## src/rtl/load_store_buffer_pkg.sv

```systemverilog
// Shared definitions for the load/store buffer: opcodes, access sizes,
// controller states and small opcode decode helpers.
package load_store_buffer_pkg;

  localparam int OPCODE_W = 6;

  // Load/store opcodes as issued by the LSB reservation station.
  localparam logic [OPCODE_W-1:0] OP_LB  = 6'd11;
  localparam logic [OPCODE_W-1:0] OP_LH  = 6'd12;
  localparam logic [OPCODE_W-1:0] OP_LW  = 6'd13;
  localparam logic [OPCODE_W-1:0] OP_LBU = 6'd14;
  localparam logic [OPCODE_W-1:0] OP_LHU = 6'd15;
  localparam logic [OPCODE_W-1:0] OP_SB  = 6'd16;
  localparam logic [OPCODE_W-1:0] OP_SH  = 6'd17;
  localparam logic [OPCODE_W-1:0] OP_SW  = 6'd18;

  // Memory access size encodings driven on mem_req_size.
  localparam logic [1:0] SZ_BYTE = 2'd0;
  localparam logic [1:0] SZ_HALF = 2'd1;
  localparam logic [1:0] SZ_WORD = 2'd2;

  typedef enum logic [1:0] {
    ST_IDLE  = 2'd0,
    ST_BUSY  = 2'd1,
    ST_DRAIN = 2'd2
  } lsb_state_e;

  function automatic logic is_store(input logic [OPCODE_W-1:0] op);
    return (op == OP_SB) || (op == OP_SH) || (op == OP_SW);
  endfunction

  function automatic logic [1:0] op_size(input logic [OPCODE_W-1:0] op);
    case (op)
      OP_LB, OP_LBU, OP_SB: return SZ_BYTE;
      OP_LH, OP_LHU, OP_SH: return SZ_HALF;
      default:              return SZ_WORD;
    endcase
  endfunction

endpackage

```

## src/rtl/load_store_buffer_load_extend.sv

```systemverilog
// Combinational load result formatting: sign- or zero-extends the raw
// bytes returned by memory according to the load opcode.
module lsb_load_extend
  import load_store_buffer_pkg::*;
#(
  parameter int OP_W = OPCODE_W
) (
  input  logic [OP_W-1:0] op_i,
  input  logic [31:0]     raw_i,
  output logic [31:0]     data_o
);

  // Select the extension that matches the access width and signedness.
  always_comb begin
    case (op_i)
      OP_LB:   data_o = {{24{raw_i[7]}}, raw_i[7:0]};
      OP_LH:   data_o = {{16{raw_i[15]}}, raw_i[15:0]};
      OP_LBU:  data_o = {24'd0, raw_i[7:0]};
      OP_LHU:  data_o = {16'd0, raw_i[15:0]};
      default: data_o = raw_i;
    endcase
  end

endmodule

```

## src/rtl/load_store_buffer.sv

```systemverilog
// In-order load/store queue: computes effective addresses on entry, issues
// one memory request at a time from the head, broadcasts load results and
// store-ready announcements on the LSB CDB, holds stores until the ROB
// commits them, and keeps only the committed-store prefix on a flush.
module load_store_buffer
  import load_store_buffer_pkg::*;
#(
  parameter int DEPTH_LOG2 = 3,
  parameter int TAG_W      = 4,
  parameter int OP_W       = OPCODE_W
) (
  input  logic             clk,
  input  logic             rst_n,
  input  logic             rdy,
  input  logic             clear,
  input  logic             in_valid,
  input  logic [OP_W-1:0]  in_op,
  input  logic [31:0]      in_reg1,
  input  logic [31:0]      in_reg2,
  input  logic [31:0]      in_imm,
  input  logic [TAG_W-1:0] in_rob_tag,
  output logic             lsb_is_full,
  input  logic             rob_commit_valid,
  input  logic [TAG_W-1:0] rob_commit_tag,
  output logic             mem_req_valid,
  output logic             mem_req_we,
  output logic [31:0]      mem_req_addr,
  output logic [1:0]       mem_req_size,
  output logic [31:0]      mem_req_wdata,
  input  logic             mem_done,
  input  logic [31:0]      mem_rdata,
  output logic             lsb_cdb_valid,
  output logic [TAG_W-1:0] lsb_cdb_tag,
  output logic [31:0]      lsb_cdb_data
);

  localparam int DEPTH = 1 << DEPTH_LOG2;
  typedef logic [DEPTH_LOG2-1:0] ptr_t;
  typedef logic [DEPTH_LOG2:0]   cnt_t;
  localparam cnt_t DEPTH_C = cnt_t'(DEPTH);

  // Entry flags (reset) and payload (not reset, qualified by valid_q).
  logic [DEPTH-1:0] valid_q, valid_d;
  logic [DEPTH-1:0] committed_q, committed_d;
  logic [DEPTH-1:0] announced_q, announced_d;
  logic [OP_W-1:0]  op_q   [DEPTH];
  logic [31:0]      addr_q [DEPTH];
  logic [31:0]      data_q [DEPTH];
  logic [TAG_W-1:0] tag_q  [DEPTH];

  ptr_t       head_q, head_d, tail_q, tail_d;
  cnt_t       count_q, count_d;
  lsb_state_e state_q, state_d;

  logic             req_valid_q, req_valid_d, req_we_q, req_we_d;
  logic [31:0]      req_addr_q, req_addr_d, req_wdata_q, req_wdata_d;
  logic [1:0]       req_size_q, req_size_d;
  logic             cdb_valid_q, cdb_valid_d;
  logic [TAG_W-1:0] cdb_tag_q, cdb_tag_d;
  logic [31:0]      cdb_data_q, cdb_data_d;

  logic        push, pop, head_store, ann_found, run;
  ptr_t        ann_idx, idx, offset;
  cnt_t        ncommit;
  logic [31:0] ext_data;

  lsb_load_extend #(.OP_W(OP_W)) u_extend (
    .op_i  (op_q[head_q]),
    .raw_i (mem_rdata),
    .data_o(ext_data)
  );

  // Next-state: commit marking, request FSM, CDB arbitration, queue pointers.
  always_comb begin
    // NOTE: every variable gets a default first so no path infers a latch;
    // blocking '=' here, non-blocking '<=' only in the clocked blocks.
    valid_d     = valid_q;
    committed_d = committed_q;
    announced_d = announced_q;
    head_d      = head_q;
    tail_d      = tail_q;
    count_d     = count_q;
    state_d     = state_q;
    req_valid_d = req_valid_q;
    req_we_d    = req_we_q;
    req_addr_d  = req_addr_q;
    req_size_d  = req_size_q;
    req_wdata_d = req_wdata_q;
    cdb_valid_d = 1'b0;
    cdb_tag_d   = cdb_tag_q;
    cdb_data_d  = cdb_data_q;
    push        = 1'b0;
    pop         = 1'b0;
    ann_found   = 1'b0;
    ann_idx     = '0;
    idx         = '0;
    offset      = '0;
    run         = 1'b1;
    ncommit     = '0;
    head_store  = is_store(op_q[head_q]);

    if (rdy) begin
      // Commit is applied first so a same-cycle flush keeps the store.
      for (int j = 0; j < DEPTH; j++) begin
        if (rob_commit_valid && valid_q[j] && is_store(op_q[j]) &&
            tag_q[j] == rob_commit_tag) begin
          committed_d[j] = 1'b1;
        end
      end

      case (state_q)
        ST_IDLE: begin
          // A load about to be flushed is not issued.
          if (valid_q[head_q] && (head_store ? committed_q[head_q] : !clear)) begin
            req_valid_d = 1'b1;
            req_we_d    = head_store;
            req_addr_d  = addr_q[head_q];
            req_size_d  = op_size(op_q[head_q]);
            req_wdata_d = data_q[head_q];
            state_d     = ST_BUSY;
          end
        end
        ST_BUSY: begin
          if (mem_done) begin
            req_valid_d = 1'b0;
            state_d     = ST_IDLE;
            // A load finishing in the flush cycle was already discarded.
            if (req_we_q || !clear) pop = 1'b1;
            if (!req_we_q && !clear) begin
              cdb_valid_d = 1'b1;
              cdb_tag_d   = tag_q[head_q];
              cdb_data_d  = ext_data;
            end
          end else if (clear && !req_we_q) begin
            state_d = ST_DRAIN;
          end
        end
        ST_DRAIN: begin
          // The flushed load's entry is gone; just retire the request.
          if (mem_done) begin
            req_valid_d = 1'b0;
            state_d     = ST_IDLE;
          end
        end
        default: state_d = ST_IDLE;
      endcase

      // Oldest not-yet-announced store gets the CDB when no load result does.
      for (int i = 0; i < DEPTH; i++) begin
        idx = head_q + ptr_t'(i);
        if (!ann_found && valid_q[idx] && is_store(op_q[idx]) && !announced_q[idx]) begin
          ann_found = 1'b1;
          ann_idx   = idx;
        end
      end
      if (!cdb_valid_d && !clear && ann_found) begin
        cdb_valid_d          = 1'b1;
        cdb_tag_d            = tag_q[ann_idx];
        cdb_data_d           = '0;
        announced_d[ann_idx] = 1'b1;
      end

      if (pop) begin
        valid_d[head_q]     = 1'b0;
        committed_d[head_q] = 1'b0;
        announced_d[head_q] = 1'b0;
        head_d              = head_q + ptr_t'(1);
      end

      if (clear) begin
        // Length of the committed-store run starting at head.
        for (int i = 0; i < DEPTH; i++) begin
          idx = head_q + ptr_t'(i);
          if (run && valid_q[idx] && is_store(op_q[idx]) && committed_d[idx]) begin
            ncommit = ncommit + cnt_t'(1);
          end else begin
            run = 1'b0;
          end
        end
        for (int j = 0; j < DEPTH; j++) begin
          offset = ptr_t'(j) - head_q;
          if (cnt_t'(offset) >= ncommit) begin
            valid_d[j]     = 1'b0;
            committed_d[j] = 1'b0;
            announced_d[j] = 1'b0;
          end
        end
        tail_d  = head_q + ptr_t'(ncommit);
        count_d = ncommit - cnt_t'(pop);
      end else begin
        push = in_valid && (count_q != DEPTH_C);
        if (push) begin
          valid_d[tail_q]     = 1'b1;
          committed_d[tail_q] = 1'b0;
          announced_d[tail_q] = 1'b0;
          tail_d              = tail_q + ptr_t'(1);
        end
        count_d = count_q + cnt_t'(push) - cnt_t'(pop);
      end
    end
  end

  // Control state, flags and registered outputs.
  always_ff @(posedge clk or negedge rst_n) begin
    if (!rst_n) begin
      valid_q     <= '0;
      committed_q <= '0;
      announced_q <= '0;
      head_q      <= '0;
      tail_q      <= '0;
      count_q     <= '0;
      state_q     <= ST_IDLE;
      req_valid_q <= 1'b0;
      req_we_q    <= 1'b0;
      req_addr_q  <= '0;
      req_size_q  <= '0;
      req_wdata_q <= '0;
      cdb_valid_q <= 1'b0;
      cdb_tag_q   <= '0;
      cdb_data_q  <= '0;
    end else begin
      valid_q     <= valid_d;
      committed_q <= committed_d;
      announced_q <= announced_d;
      head_q      <= head_d;
      tail_q      <= tail_d;
      count_q     <= count_d;
      state_q     <= state_d;
      req_valid_q <= req_valid_d;
      req_we_q    <= req_we_d;
      req_addr_q  <= req_addr_d;
      req_size_q  <= req_size_d;
      req_wdata_q <= req_wdata_d;
      cdb_valid_q <= cdb_valid_d;
      cdb_tag_q   <= cdb_tag_d;
      cdb_data_q  <= cdb_data_d;
    end
  end

  // Entry payload written at tail on push.
  // NOTE: payload array has no reset; valid_q alone says which slots hold data.
  always_ff @(posedge clk) begin
    if (push) begin
      op_q[tail_q]   <= in_op;
      addr_q[tail_q] <= in_reg1 + in_imm;
      data_q[tail_q] <= in_reg2;
      tag_q[tail_q]  <= in_rob_tag;
    end
  end

  assign lsb_is_full   = (count_q >= DEPTH_C - cnt_t'(1));
  assign mem_req_valid = req_valid_q;
  assign mem_req_we    = req_we_q;
  assign mem_req_addr  = req_addr_q;
  assign mem_req_size  = req_size_q;
  assign mem_req_wdata = req_wdata_q;
  assign lsb_cdb_valid = cdb_valid_q;
  assign lsb_cdb_tag   = cdb_tag_q;
  assign lsb_cdb_data  = cdb_data_q;

endmodule
```

## config.mk

```make
export PLATFORM = sky130hd
export DESIGN_NAME = load_store_buffer
export DESIGN_NICKNAME = d
export VERILOG_FILES = /design/src/rtl/load_store_buffer_pkg.sv /design/src/rtl/load_store_buffer_load_extend.sv /design/src/rtl/load_store_buffer.sv
export SDC_FILE = /design/constraint.sdc
export NUM_CORES = 1
export LEC_CHECK = 0
export CORE_MARGIN = 4
export CORE_UTILIZATION = 40
export DETAILED_ROUTE_END_ITERATION = 7
export PLACE_DENSITY = 0.58
export REMOVE_ABC_BUFFERS = 1
export SLEW_MARGIN = 20
export SYNTH_ARGS = -nofsm -noshare
export SYNTH_HDL_FRONTEND = slang
export SYNTH_HIERARCHICAL = 1
export SYNTH_SLANG_ARGS = --single-unit
```

## constraint.sdc

```tcl
create_clock -name clk -period 17.05 [get_ports clk]
set_input_delay 3.41 -clock clk [delete_from_list [all_inputs] [get_ports clk]]
set_output_delay 3.41 -clock clk [all_outputs]
set_load 0.005 [all_outputs]
```

Word-level counts from Yosys, hierarchy flattened
Memory sizes are Yosys's and may differ from the RTL's. A register that Yosys moved wholly into a read port is not among the register bits.
Cells that the tools add are included.
- bits in registers: 77
- RAM bits: 592
- input port bits: 149
- output and inout port bits: 106
- logic and storage cells: 505
- memories kept: 4
- memory list (name ; depth ; width ; read ports ; clocked after memory_dff ; wr ports ; RTL line ; source):
    addr_q ; 8 ; 32 ; 1 ; 1 ; 1 ; load_store_buffer.sv:47 ; logic [31:0] addr_q [DEPTH];
    data_q ; 8 ; 32 ; 1 ; 1 ; 1 ; load_store_buffer.sv:48 ; logic [31:0] data_q [DEPTH];
    op_q ; 8 ; 6 ; 16 ; 0 ; 1 ; load_store_buffer.sv:46 ; logic [OP_W-1:0] op_q [DEPTH];
    tag_q ; 8 ; 4 ; 10 ; 0 ; 1 ; load_store_buffer.sv:49 ; logic [TAG_W-1:0] tag_q [DEPTH];
- $add $sub $neg: 28
- $lt $le $gt $ge: 22
- equal/unequal tests: 67
- mux-type cells: 216
- bitwise gates (word level): 9
- reduce and logical (&&, ||, !) cells: 146
- operators with widths (operator ; number):
    $eq A6 B5 Y1 const B ; 48
    $mux W32 ; 4
    $pmux W32 S4 ; 1
    $mux W1 ; 123
    $mux W4 ; 28
    $mux W8 ; 14
    $logic_and A1 B1 Y1 ; 78
    $bmux W1 S3 ; 25
    $and A8 B8 Y8 ; 5
    $lt A3 B4 Y1 const B ; 10
    $logic_or A1 B1 Y1 ; 33
    $mux W3 ; 11
    $add A32 B32 Y32 ; 1
    $eq A4 B4 Y1 ; 8
    $ge A3 B4 Y1 ; 8
    $add A4 B1 Y4 const B ; 7
    $eq A6 B4 Y1 const B ; 4
    $logic_not A1 Y1 ; 20
    $not A8 Y8 ; 2
    $or A8 B8 Y8 ; 2
    $add A3 B3 Y3 const B ; 4
    $reduce_and A4 Y1 ; 3
    $sub A3 B3 Y3 const A ; 4
    $reduce_bool A2 Y1 ; 5
    25 further kinds ; 40

Logic depth before layout (Yosys ltp)
Gate-level depths: netlist of the first run.
An unclocked memory read counts as a cell.
- word-level depth: 63
- gate-level depth with buffers: 40
- depth with buffers taken out: 36

By module
Netlist of the first run, hierarchy kept.
- modules (own cells, without submodules) (module ; times used ; cells each ; area each (um2) ; seq. area each (um2)):
    load_store_buffer ; 1 ; 2205 ; 33465.8 ; 21305.4
    lsb_load_extend ; 1 ; 53 ; 415.4 ; 0.0

Least setup slack after synthesis of the first run
OpenSTA, ideal clock, no wires.
- path type: input to register
- start: input rob_commit_tag[2]
- end: register valid_q[3]
- setup time: 0.131 ns
- arrival time: 11.093 ns
- data required time: 16.919 ns
- setup slack: 5.826 ns
- stages: 34
- buffers on the path: 1
- path through: buf_4 -> xnor2_2 -> nand3_1 -> o31a_1 -> a211o_1 -> mux4_2 -> or3b_2 -> or3_1 -> inv_1 -> ha_1 -> nand2_1 -> o22ai_2 -> xor2_1 -> ha_1 -> o21ai_0 -> a31oi_1 -> ha_1 -> mux2_2 -> ha_1 -> mux2i_1 -> a21oi_1 -> mux2i_1 -> inv_1 -> ha_1 -> and3_1 -> a32o_1 -> a31oi_1 -> mux2i_1 -> mux2i_1 -> xnor3_4 -> ha_1 -> nor2b_1 -> o21ai_1 -> a311o_1
- word-level cells in the longest chain between the ends: 58
- elaborated cells between the ends (all ways): 128
- those cells by class: add/sub: 7; order compare: 1; eq/ne: 8; mux: 81; bitwise: 1; reduce/logical: 30
- ends and longest elaborated chain (item ; RTL line ; source):
    from (decl) ; load_store_buffer.sv:24 ; input logic [TAG_W-1:0] rob_commit_tag,
    $eq A4 B4 Y1 ; load_store_buffer.sv:106 ; tag_q[j] == rob_commit_tag) begin
    $logic_and A1 B1 Y1 ; load_store_buffer.sv:105 ; if (rob_commit_valid && valid_q[j] && is_store(op_q[j]) &&
    $mux W1 ; load_store_buffer.sv:105 ;
    $mux W1 ; load_store_buffer.sv:102 ; if (rdy) begin
    $and A8 B8 Y8 (no line) ; - ;
    $mux W8 * ; load_store_buffer.sv:163 ; if (pop) begin
    $mux W8 * ; load_store_buffer.sv:102 ;
    branches (longest 45 deep; another with $add A4 B1 Y4) ; - ;
    $mux W4 * ; load_store_buffer.sv:174 ; if (run && valid_q[idx] && is_store(op_q[idx]) && committed_d[idx]) begin
    $mux W4 * ; load_store_buffer.sv:170 ; if (clear) begin
    $mux W4 * ; load_store_buffer.sv:102 ;
    $ge A3 B4 Y1 * ; load_store_buffer.sv:182 ; if (cnt_t'(offset) >= ncommit) begin
    $mux W1 * ; load_store_buffer.sv:182 ;
    $mux W8 * ; load_store_buffer.sv:170 ;
    to (signal assigned) ; load_store_buffer.sv:222 ; valid_q <= valid_d;
    to (decl) ; load_store_buffer.sv:43 ; logic [DEPTH-1:0] valid_q, valid_d;
Mark *: on every way between the ends. The select of a mux whose other input is x is not followed.
A chain may end at the register's enable or synchronous reset.

Worst setup path after layout of the first run
- start: input clear
- end: register valid_q[3]
- word-level cells in the longest chain between the ends: 59
- elaborated cells between the ends (all ways): 105
- those cells by class: add/sub: 7; order compare: 1; mux: 72; bitwise: 1; reduce/logical: 24
- ends and longest elaborated chain (item ; RTL line ; source):
    from (decl) ; load_store_buffer.sv:15 ; input logic clear,
    branches (longest 58 deep; another with $mux W8) ; - ;
    $mux W8 * ; load_store_buffer.sv:170 ;
Marked as above.

==> metrics, run 1 <==
number of register bits inferred by synthesis=733; path category of the worst min-delay check=reg2reg; biggest cell delay along the critical path=0.91 ns; half-perimeter wire length after placement=56.74 mm; Setup crit start kind=input port; Critical R2R Launch=head_q[0]; total of warnings raised by yosys=6; Placed Instances=3568; final critical path time including I/O delays and setup=12.54 ns; area of the core=83820 um^2; master of the slowest instance on the critical path=clkdlybuf4s50_1; wire per inst=24.02 um; crit share post-route=73.55%; switching portion of total power=32.65%; final weighted congestion in routability-driven placement=0.8928; CP endpoint kind=flop; Max Fclk=79.74 MHz; main combinational cell family by area after synthesis=multiplexers; number of stages on the worst setup path=34; share of the synthesized area in the top cell type=52.47%; aggregate negative setup slack=0 ns; headroom to the max-slew limit=28.43%; simple-gate area share of the yosys netlist=7.519%; logic gate share of total power=33.8%; worst hold path stage count=2; clock insertion delay at the later pin of the skew report=0.63 ns; static leakage power=0.01471 uW; number of search-and-repair iterations in the first detailed-routing pass=7; Top Layer Used=met5; power density relative to cell area=152.5 nW/um^2; hold path startpoint=mem_req_addr[7]; CP startpoint=clear; critical path required time=17.56 ns; gate family responsible for the most delay along the worst path=simple AND/OR/NAND/NOR gates; internal power=4150 uW; worst clock skew on the final layout=0.03431 ns; routed length on met3=5.219 mm; top cells by area in the synthesized netlist=edfxtp_1 52%, mux4_2 11%, dfrtp_1 10%, mux2i_1 3.1%, nand2_1 2.7%; area of the mapped netlist=33880 um^2; max-cap violations=0; post-route insts no fill=3720; met2 wire len=43.39 mm; register clock-pin slew on the reported worst setup and hold paths=0.06 ns; Post-DRT Antenna Nets=0; Avg Vias per Cell=5.541; Clk Tree Root Cell=clkbuf_16; GRT Overall Usage=19.88%; Least-Margin Pin Slew=1.074 ns; number of hold violations in the final report=0; width of the die=299.0 um; mean cell area of the mapped netlist=15.00 um^2; Final Routed Wirelength=89.35 mm; largest vdd supply drop=0.00009524 V; grt ovf=0; Setup CP Type=in2reg; most numerous cell on the critical path=ha_1; number of distinct library cells after synthesis=109; number of slew-limit violations in the final report=0; count of flip-flops with a built-in enable after synthesis=592; Area growth syn-to-layout=19.31%; number of resized instances in the post-cts repair step=0; Ports=255; cell type contributing the most total cell area after synthesis=edfxtp_1; share of synthesized area spent on multiplexers=14.47%; wire length of the first global-routing pass=135.2 mm; synthesized-area fraction occupied by ao, oa, aoi and oai cells=8.058%; final number of setup-violating endpoints=0; clock power share=28.6%; Worst Reg-to-Reg Cells=34; result of the run=finished clean; clock tree from TritonCTS=done; maximum number of pins on one net before global-route repair=94; vias in the first global route=21290; Gate Count Post-Synth=2258; number of sinks driven by the clock tree=733; die area=89420 um^2; number of buffers on the longest clock path=3; Reg power frac=37.6%; row count=106; sw power=2012 uW; effective utilization at floorplan=40.42%; total number of vias=20610; part of the Yosys area used for sequential elements=62.88%; Post-synth top flop=edfxtp_1; arrival time at the worst endpoint=13.05 ns; adder-cell area share of the yosys netlist=2.825%; synthesized-area fraction occupied by xor and xnor cells=2.157%; Iter 0 DRT Violations=1486; buffer and inverter count on the worst path=3; number of H-tree levels=3; async set-reset flop share out of synthesis=19.24%; number of antenna violations at the first check in global routing=9; RSZ-0062 raised after global routing=false; Total Nets Final=2736; share of layout cells above drive strength 1=15.35%; count of buffers inserted at the top-level ports=254; die extent in y=299.0 um; critical path peak fanout=17; routed length on met1=38.31 mm; post-cts hold buffer count=0; DRC errors left=0; number of buffers inserted by post-CTS setup repair=0; TritonCTS buffer count=78
## final cells by class
class	instances	area (um^2)
multi-input combinational	1364	11960
tap	1134	1419
clock inverter	47	598.1
sequential	733	21310
fill	7230	43400
clock buffer	99	2122
antenna	6	15.01
timing repair buffer	289	2814
inverter	48	182.7
## per-stage QoR
stage               total power (uW)  utilization, %  worst slack, ns  area (um^2)  hold WS [ns]
CTS                             6236           48.20            4.540        40400        0.4835
floorplan                       3784               -           0.6052        33350        0.4726
global placement                4424           44.95            4.108        37680        0.4639
finish                          6163           48.23            4.510        40420        0.4757
detailed placement              4453           44.95            3.899        37680        0.4703
global route                    6512           48.21            3.946        40410        0.5022
## routing by layer
metal,vias up,GRT usage [%]
li1,9316,-
met5,-,0
met2,614,33.28
met3,136,4.215
met1,10540,26.33
met4,2,5.783
## cell usage in the layout (no fill, tap or decap), types with 38 or more instances in the layout
cell type        Yosys  layout
edfxtp_1           592     592
clkdlybuf4s50_1      0     253
nand2_1            242     241
mux4_2             160     160
o21ai_0            141     141
dfrtp_1            141     139
mux2i_1            106     106
nor2_1              90      82
clkbuf_16            0      79
ha_1                70      70
a21oi_1             49      49
xnor2_1             47      47
inv_1               41      40
a21o_1              38      38
## cells in the mapped netlist, types with 17 or more instances
cell type and count:
nand4_1 17, edfxtp_1 592, nor3_1 27, a21o_1 38, ha_1 70, mux2i_1 106, nand3_1 33, buf_1 25
o21ai_0 141, xnor2_1 47, xor2_1 27, clkbuf_1 54, a21oi_1 49, mux4_2 160, dfrtp_1 141, and3_1 19
nor2_1 90, nand2_1 242, nor2b_1 22, inv_1 41
## cell families (layout without fill, tap and decap cells)
group           after synthesis  count (layout)
compound gates              400             400
xor+xnor                     78              78
fa+ha+maj                    75              75
buf+inv                     161             483
flops                       733             733
mux                         285             285
other cells                   0               6
simple gates                526             526
## power groups by stage
stage | registers (uW) | clock network (uW) | logic, uW
final | 2310 | 1760 | 2090
after global routing | 2340 | 1890 | 2290
after global placement | 2350 | 0 | 2080
after CTS | 2320 | 1810 | 2110
after floorplan | 2410 | 0 | 1370
after detailed placement | 2350 | 0 | 2100
## worst register-to-register path: cells and delay by family (launching register included)
family / cells / cell delay, ns
simple gates: 8 / 2.07
mux: 6 / 2.06
compound gates: 9 / 1.96
fa+ha+maj: 6 / 1.75
buf+inv: 3 / 1.07
flops: 1 / 0.81
xor+xnor: 2 / 0.72
## path summary, 6_finish.rpt
check / endpoint / slack (ns)
worst min register to register: mem_req_addr[7] / 0.48
min in group asynchronous: lsb_cdb_data[19] / 2.68
worst max-delay path: valid_q[3] / 4.51
max in group asynchronous: head_q[1] / 13.05
worst max register to register: valid_q[3] / 6.50
worst min-delay path: mem_req_addr[7] / 0.48
## state kept, by name, summed over array words and instances (netlist names)
register	count
addr_q	256
data_q	256
op_q	48
lsb_cdb_data	32
mem_req_addr	32
mem_req_wdata	32
tag_q	32
announced_q	8
committed_q	8
valid_q	8
count_q	4
lsb_cdb_tag	4
head_q	3
tail_q	3
mem_req_size	2
state_q	2
lsb_cdb_valid	1
mem_req_valid	1
mem_req_we	1
Note: power is estimated with default switching activity, not from simulation.
==> run 2, diff against run 1 <==
--- a/config.mk
+++ b/config.mk
@@ -8,7 +8,7 @@
 export CORE_MARGIN = 4
 export CORE_UTILIZATION = 40
 export DETAILED_ROUTE_END_ITERATION = 7
-export PLACE_DENSITY = 0.58
+export PLACE_DENSITY = 0.6
 export REMOVE_ABC_BUFFERS = 1
 export SLEW_MARGIN = 20
 export SYNTH_ARGS = -nofsm -noshare
==> constraint.sdc (replaced) <==
create_clock -name clk -period 10.22 [get_ports clk]
set_input_delay 2.044 -clock clk [delete_from_list [all_inputs] [get_ports clk]]
set_output_delay 2.044 -clock clk [all_outputs]
set_load 0.005 [all_outputs]
==> run 2 against run 1 <==
Via count up 2.0%. Critical path type unchanged. Sequential power increased by 67%. Core utilization up 0.78 points. First-iteration DRC count down 4.4%. Clock power is 70% higher. Largest cell class unchanged. Sequential share of layout area is 0.84 points lower. Design area increased by 1.6%.
==> metrics, run 2 (synthesis results as in run 1) <==
result of the run=finished clean; power density relative to cell area=252.8 nW/um^2 (+66%); post-route core utilization=49.00% (+0.78 points); Clk Tree Root Cell=clkbuf_16; final weighted congestion in routability-driven placement=0.9384 (+5.1%); number of buffers on the longest clock path=3 (unchanged); maximum number of pins on one net before global-route repair=73 (-22%); share of layout cells above drive strength 1=17.83% (+2.5 points); most common cell after layout, fill and taps aside=edfxtp_1; count of buffers inserted at the top-level ports=254 (unchanged); most numerous cell on the critical path=ha_1; master of the slowest instance on the critical path=or3b_2; Final WS setup=0.4354 ns (-4.075 ns); number of search-and-repair iterations in the first detailed-routing pass=5 (-2); largest vdd supply drop=0.0001532 V (+61%); Setup crit start kind=input port; Least-Margin Pin Slew=1.065 ns (-0.008603 ns); clock insertion delay at the later pin of the skew report=0.63 ns (about the same); Iter 0 DRT Violations=1421 (-4.4%); area taken by flip-flops and latches=21310 um^2 (unchanged); Area growth syn-to-layout=21.23%; filler cell count in the final layout=7193 (-0.51%); worst clock skew on the final layout=0.04433 ns (+0.01002 ns); vias in the first global route=21720 (+2.0%); path category of the worst min-delay check=reg2reg; biggest regs=addr_q x256, data_q x256, op_q x48; critical path required time=10.72 ns (-6.84 ns); area of the core=83820 um^2 (unchanged); Total Nets Final=2810 (+2.7%); post-route insts no fill=3788 (+1.8%); register clock-pin slew on the reported worst setup and hold paths=0.06 ns (about the same); width of the die=299.0 um (unchanged); post-layout power=10380 uW (+69%); hold path startpoint=mem_req_size[0]; GRT Overall Usage=20.70% (+0.82 points); static leakage power=0.01510 uW (+2.6%); number of H-tree levels=3 (unchanged); CP startpoint=rob_commit_tag[2]; wire length of the first global-routing pass=140.4 mm (+3.9%); Post-DRT Antenna Nets=0 (unchanged); worst slack at placement=-0.3990 ns (-4.298 ns); aggregate negative setup slack=0 ns (unchanged); effective utilization at floorplan=40.42% (unchanged); number of hold violations in the final report=0 (unchanged); arrival time at the worst endpoint=10.29 ns (-2.76 ns); TritonCTS buffer count=79 (+1.3%); wire per inst=24.60 um (+2.4%); number of slew-limit violations in the final report=0 (unchanged); CP endpoint kind=flop; critical path peak fanout=9 (-8); DRC errors left=0 (unchanged); worst hold path stage count=2 (unchanged); Critical R2R Launch=head_q[0]; number of sinks driven by the clock tree=733 (unchanged); die area=89420 um^2 (unchanged); Avg Vias per Cell=5.550 (+0.17%); top library cells by usage in the layout, fill and taps aside=592 x edfxtp_1, 253 x clkdlybuf4s50_1, 241 x nand2_1, 160 x mux4_2, 141 x o21ai_0; Setup CP Type=in2reg; Placed Instances=3638 (+2.0%); clock tree from TritonCTS=done; Worst Reg-to-Reg Cells=34 (unchanged); final critical path time including I/O delays and setup=9.785 ns; crit share post-route=95.74%; max-cap violations=0 (unchanged); row count=106 (unchanged); post-cts hold buffer count=0 (unchanged); grt ovf=0 (unchanged); headroom to the max-slew limit=29.00% (+0.57 points); RSZ-0062 raised after global routing=false; half-perimeter wire length after placement=61.47 mm (+8.3%); total number of vias=21020 (+2.0%); footprint of the multi-input gates=12000 um^2 (+0.35%); Final Routed Wirelength=93.20 mm (+4.3%); die extent in y=299.0 um (unchanged); biggest cell delay along the critical path=0.51 ns (-0.40 ns); final number of setup-violating endpoints=0 (unchanged); Max Fclk=102.2 MHz; Ports=255 (unchanged); number of antenna violations at the first check in global routing=3 (-6)
==> run 2: changes by cell type in the layout (fill, tap and decap cells not counted), sizes merged <==
| cell | delta |
|---|---|
| buf | +73 |
| clkbuf | +5 |
| clkinv | -5 |
| diode | -5 |
==> run 2: layout make-up <==
class | instances | area share, %
clock inverter | 42 | 1.444
timing repair buffer | 362 | 8.277
clock buffer | 104 | 5.261
multi-input combinational | 1364 | 29.22
sequential | 733 | 51.89
tap | 1134 | 3.454
antenna | 1 | 0.006093
inverter | 48 | 0.4508
==> run 2: path summary, 6_finish.rpt <==
| kind | end | slack, ns |
|---|---|---|
| max in group asynchronous | mem_req_addr[5] | 7.53 |
| worst max-delay path | valid_q[3] | 0.44 |
| min in group asynchronous | lsb_cdb_data[25] | 1.38 |
| worst max register to register | valid_q[3] | 1.08 |
| worst min-delay path | mem_req_size[0] | 0.48 |
| worst min register to register | mem_req_size[0] | 0.48 |
==> run 2: power by group <==
part	internal (uW)	switching, uW	total (uW)
Sequential	3590	260	3850
Clock	1770	1220	2990
Combinational	1630	1920	3550
==> run 2: routing by layer <==
metal | global-route usage [%] | routed length [um] | share of wire (%)
met5 | 0 | 0 | 0
met4 | 5.200 | 2160 | 2.3
met3 | 2.875 | 5020 | 5.4
met2 | 34.23 | 44910 | 48
met1 | 29.14 | 41100 | 44
==> run 2: metrics by stage <==
step           hold slack [ns]  area (um^2)
6_report                0.4769        41070
5_1_grt                 0.5030        41070
4_1_cts                 0.4843        41000
3_5_place_dp            0.4711        38250
3_3_place_gp            0.4645        38250
2_1_floorplan           0.4726        33350
==> run 2: what timing repair did <==
action                                 CTS  global route
resized for setup                        0             7
buffers inserted                         0             3
setup endpoints to repair                0            26
endpoints found under the hold margin    0             0
==> run 2: worst max-delay path: cells and delay by family <==
family          cells  cell delay, ns
simple gates        6            1.43
xor+xnor            3            0.69
buf+inv             5            0.90
fa+ha+maj           6            1.65
compound gates     10            2.04
mux                 6            1.52
==> run 3, diff against run 2 <==
--- a/config.mk
+++ b/config.mk
@@ -5,12 +5,10 @@
 export SDC_FILE = /design/constraint.sdc
 export NUM_CORES = 1
 export LEC_CHECK = 0
-export CORE_MARGIN = 4
 export CORE_UTILIZATION = 40
 export DETAILED_ROUTE_END_ITERATION = 7
 export PLACE_DENSITY = 0.6
 export REMOVE_ABC_BUFFERS = 1
-export SLEW_MARGIN = 20
 export SYNTH_ARGS = -nofsm -noshare
 export SYNTH_HDL_FRONTEND = slang
 export SYNTH_HIERARCHICAL = 1
==> run 3 against run 2 <==
Largest cell class unchanged. Critical path depth stayed put. Sequential share of layout area is 0.16 points higher. Core utilization is 0.072 points lower. Highest routed layer is now met5. Die area is 4.0% lower.
==> metrics, run 3 (synthesis results as in run 1) <==
result of the run=finished clean; maximum number of pins on one net before global-route repair=119 (+63%); most common cell after layout, fill and taps aside=edfxtp_1; max-cap violations=0 (unchanged); Avg Vias per Cell=5.513 (-0.66%); biggest regs=addr_q x256, data_q x256, op_q x48; GRT Overall Usage=20.93% (+0.23 points); die extent in y=293.0 um (-2.0%); power density relative to cell area=251.3 nW/um^2 (-0.59%); wire per inst=23.63 um (-4.0%); half-perimeter wire length after placement=57.62 mm (-6.3%); post-cts hold buffer count=0 (unchanged); row count=106 (unchanged); most numerous cell on the critical path=mux2i_1; number of hold violations in the final report=0 (unchanged); critical path required time=10.72 ns (about the same); critical path peak fanout=13 (+4); Iter 0 DRT Violations=1497 (+5.3%); Area growth syn-to-layout=20.86%; Critical R2R Launch=head_q[0]; biggest cell delay along the critical path=0.52 ns (about the same); Clk Tree Root Cell=clkbuf_16; number of buffers on the longest clock path=3 (unchanged); final critical path time including I/O delays and setup=9.848 ns (+0.06333 ns); Post-DRT Antenna Nets=0 (unchanged); largest vdd supply drop=0.0001705 V (+11%); register clock-pin slew on the reported worst setup and hold paths=0.06 ns (about the same); Max Fclk=101.5 MHz (-0.64%); post-route core utilization=48.93% (-0.072 points); worst hold path stage count=2 (unchanged); crit share post-route=96.36% (+0.62 points); endpoint of the worst-slack reg-to-reg timing path=valid_q[6]; Final Routed Wirelength=89.30 mm (-4.2%); static leakage power=0.01500 uW (-0.63%); clock tree from TritonCTS=done; CP endpoint kind=flop; aggregate negative setup slack=0 ns (unchanged); Total Nets Final=2799 (-0.39%); number of slew-limit violations in the final report=0 (unchanged); reg2reg setup slack=1.25 ns (+0.17 ns); headroom to the max-slew limit=29.02% (about the same); die area=85870 um^2 (-4.0%); Setup CP Type=in2reg; width of the die=293.0 um (-2.0%); area of the core=83690 um^2 (-0.16%); Setup crit start kind=input port; worst clock skew on the final layout=0.02889 ns (-0.01544 ns); number of search-and-repair iterations in the first detailed-routing pass=7 (+2); TritonCTS buffer count=78 (-1.3%); master of the slowest instance on the critical path=clkdlybuf4s50_1; vias in the first global route=21160 (-2.6%); clock insertion delay at the later pin of the skew report=0.64 ns (about the same); total number of vias=20840 (-0.90%); share of layout cells above drive strength 1=17.41% (-0.42 points); wire length of the first global-routing pass=134.7 mm (-4.1%); Least-Margin Pin Slew=1.065 ns (-0.0002438 ns); Worst Reg-to-Reg Cells=35 (+2.9%); number of H-tree levels=3 (unchanged); grt ovf=0 (unchanged); number of sinks driven by the clock tree=733 (unchanged); top library cells by usage in the layout, fill and taps aside=592 x edfxtp_1, 251 x clkdlybuf4s50_1, 240 x nand2_1, 160 x mux4_2, 141 x o21ai_0; Ports=255 (unchanged); path category of the worst min-delay check=reg2reg; effective utilization at floorplan=40.49% (+0.064 points); hold path startpoint=mem_req_wdata[16]; final weighted congestion in routability-driven placement=0.9478 (+1.0%); Min-Delay Endpoint=mem_req_wdata[16]; count of buffers inserted at the top-level ports=254 (unchanged); arrival time at the worst endpoint=10.35 ns (+0.06 ns); final number of setup-violating endpoints=0 (unchanged); number of antenna violations at the first check in global routing=6 (+3); DRC errors left=0 (unchanged)
==> run 3: cell count changes in the layout (fill, tap and decap cells not counted), sizes merged <==
cell / previous run / this run
clkdlybuf4s50: 253 / 251
diode: 1 / 3
bufinv: 10 / 9
dlymetal6s2s: 0 / 2
buf: 109 / 99
clkinv: 29 / 24
clkbuf: 104 / 109
==> run 3: worst max-delay path by stage <==
| stage | from | depth (start not counted) | endpoint |
|---|---|---|---|
| after floorplan | head_q[0] | 35 | valid_q[3] |
| final | rob_commit_tag[2] | 36 | valid_q[6] |
| after detailed placement | rob_commit_tag[3] | 34 | valid_q[3] |
| after CTS | rob_commit_tag[3] | 34 | valid_q[3] |
| after global routing | rob_commit_tag[2] | 37 | valid_q[5] |
| after global placement | rob_commit_tag[3] | 34 | valid_q[4] |
==> run 3: worst max-delay path, delay by kind of cell <==
kind | cells | cell delay, ns
AOI/OAI and AO/OA | 9 | 1.96
xor gates and xnor gates | 2 | 0.20
adders and majority gates | 5 | 1.26
buffers and inverters | 5 | 0.99
muxes | 8 | 2.38
and+or+nand+nor | 7 | 1.50
==> run 3: report_power, final <==
group / internal [uW] / switching (uW)
sequential: 3590 / 208
clock: 1710 / 1190
combinational: 1630 / 1960
==> run 3: area by class of cell <==
type,count,area [um^2]
Timing Repair Buffer,352,3334
Sequential cell,733,21310
Clock buffer,109,2128
Inverter,48,185.2
Clock inverter,36,526.8
Multi-Input combinational cell,1364,12030
Fill cell,7060,42740
Tap cell,1134,1419
Antenna cell,3,7.507
==> run 3: metal layers <==
metal  up-vias  GRT usage (%)  share of wire [%]
met4         8          5.312                2.0
met3       123          3.638                5.6
met1     10630          27.87                 43
li1       9438              -                  -
met5         -              0              0.058
met2       636          35.48                 49
==> run 3: repair_timing <==
action | CTS | global route
buffers inserted | 0 | 8
resized for setup | 0 | 14
endpoints found under the setup margin | 0 | 27
==> run 3: stage by stage <==
stage	worst slack, ns	total power (uW)	cells	hold WS (ns)	cell area, um^2
detailed placement	-0.6330	7470	3623	0.4698	38160
global route	-0.05127	10840	3776	0.4999	40940
CTS	0.02245	10390	3768	0.4834	40810
floorplan	-6.225	6313	2145	0.4726	33350
global placement	-0.3160	7416	3623	0.4620	38160
finish	0.3720	10290	3779	0.4786	40950
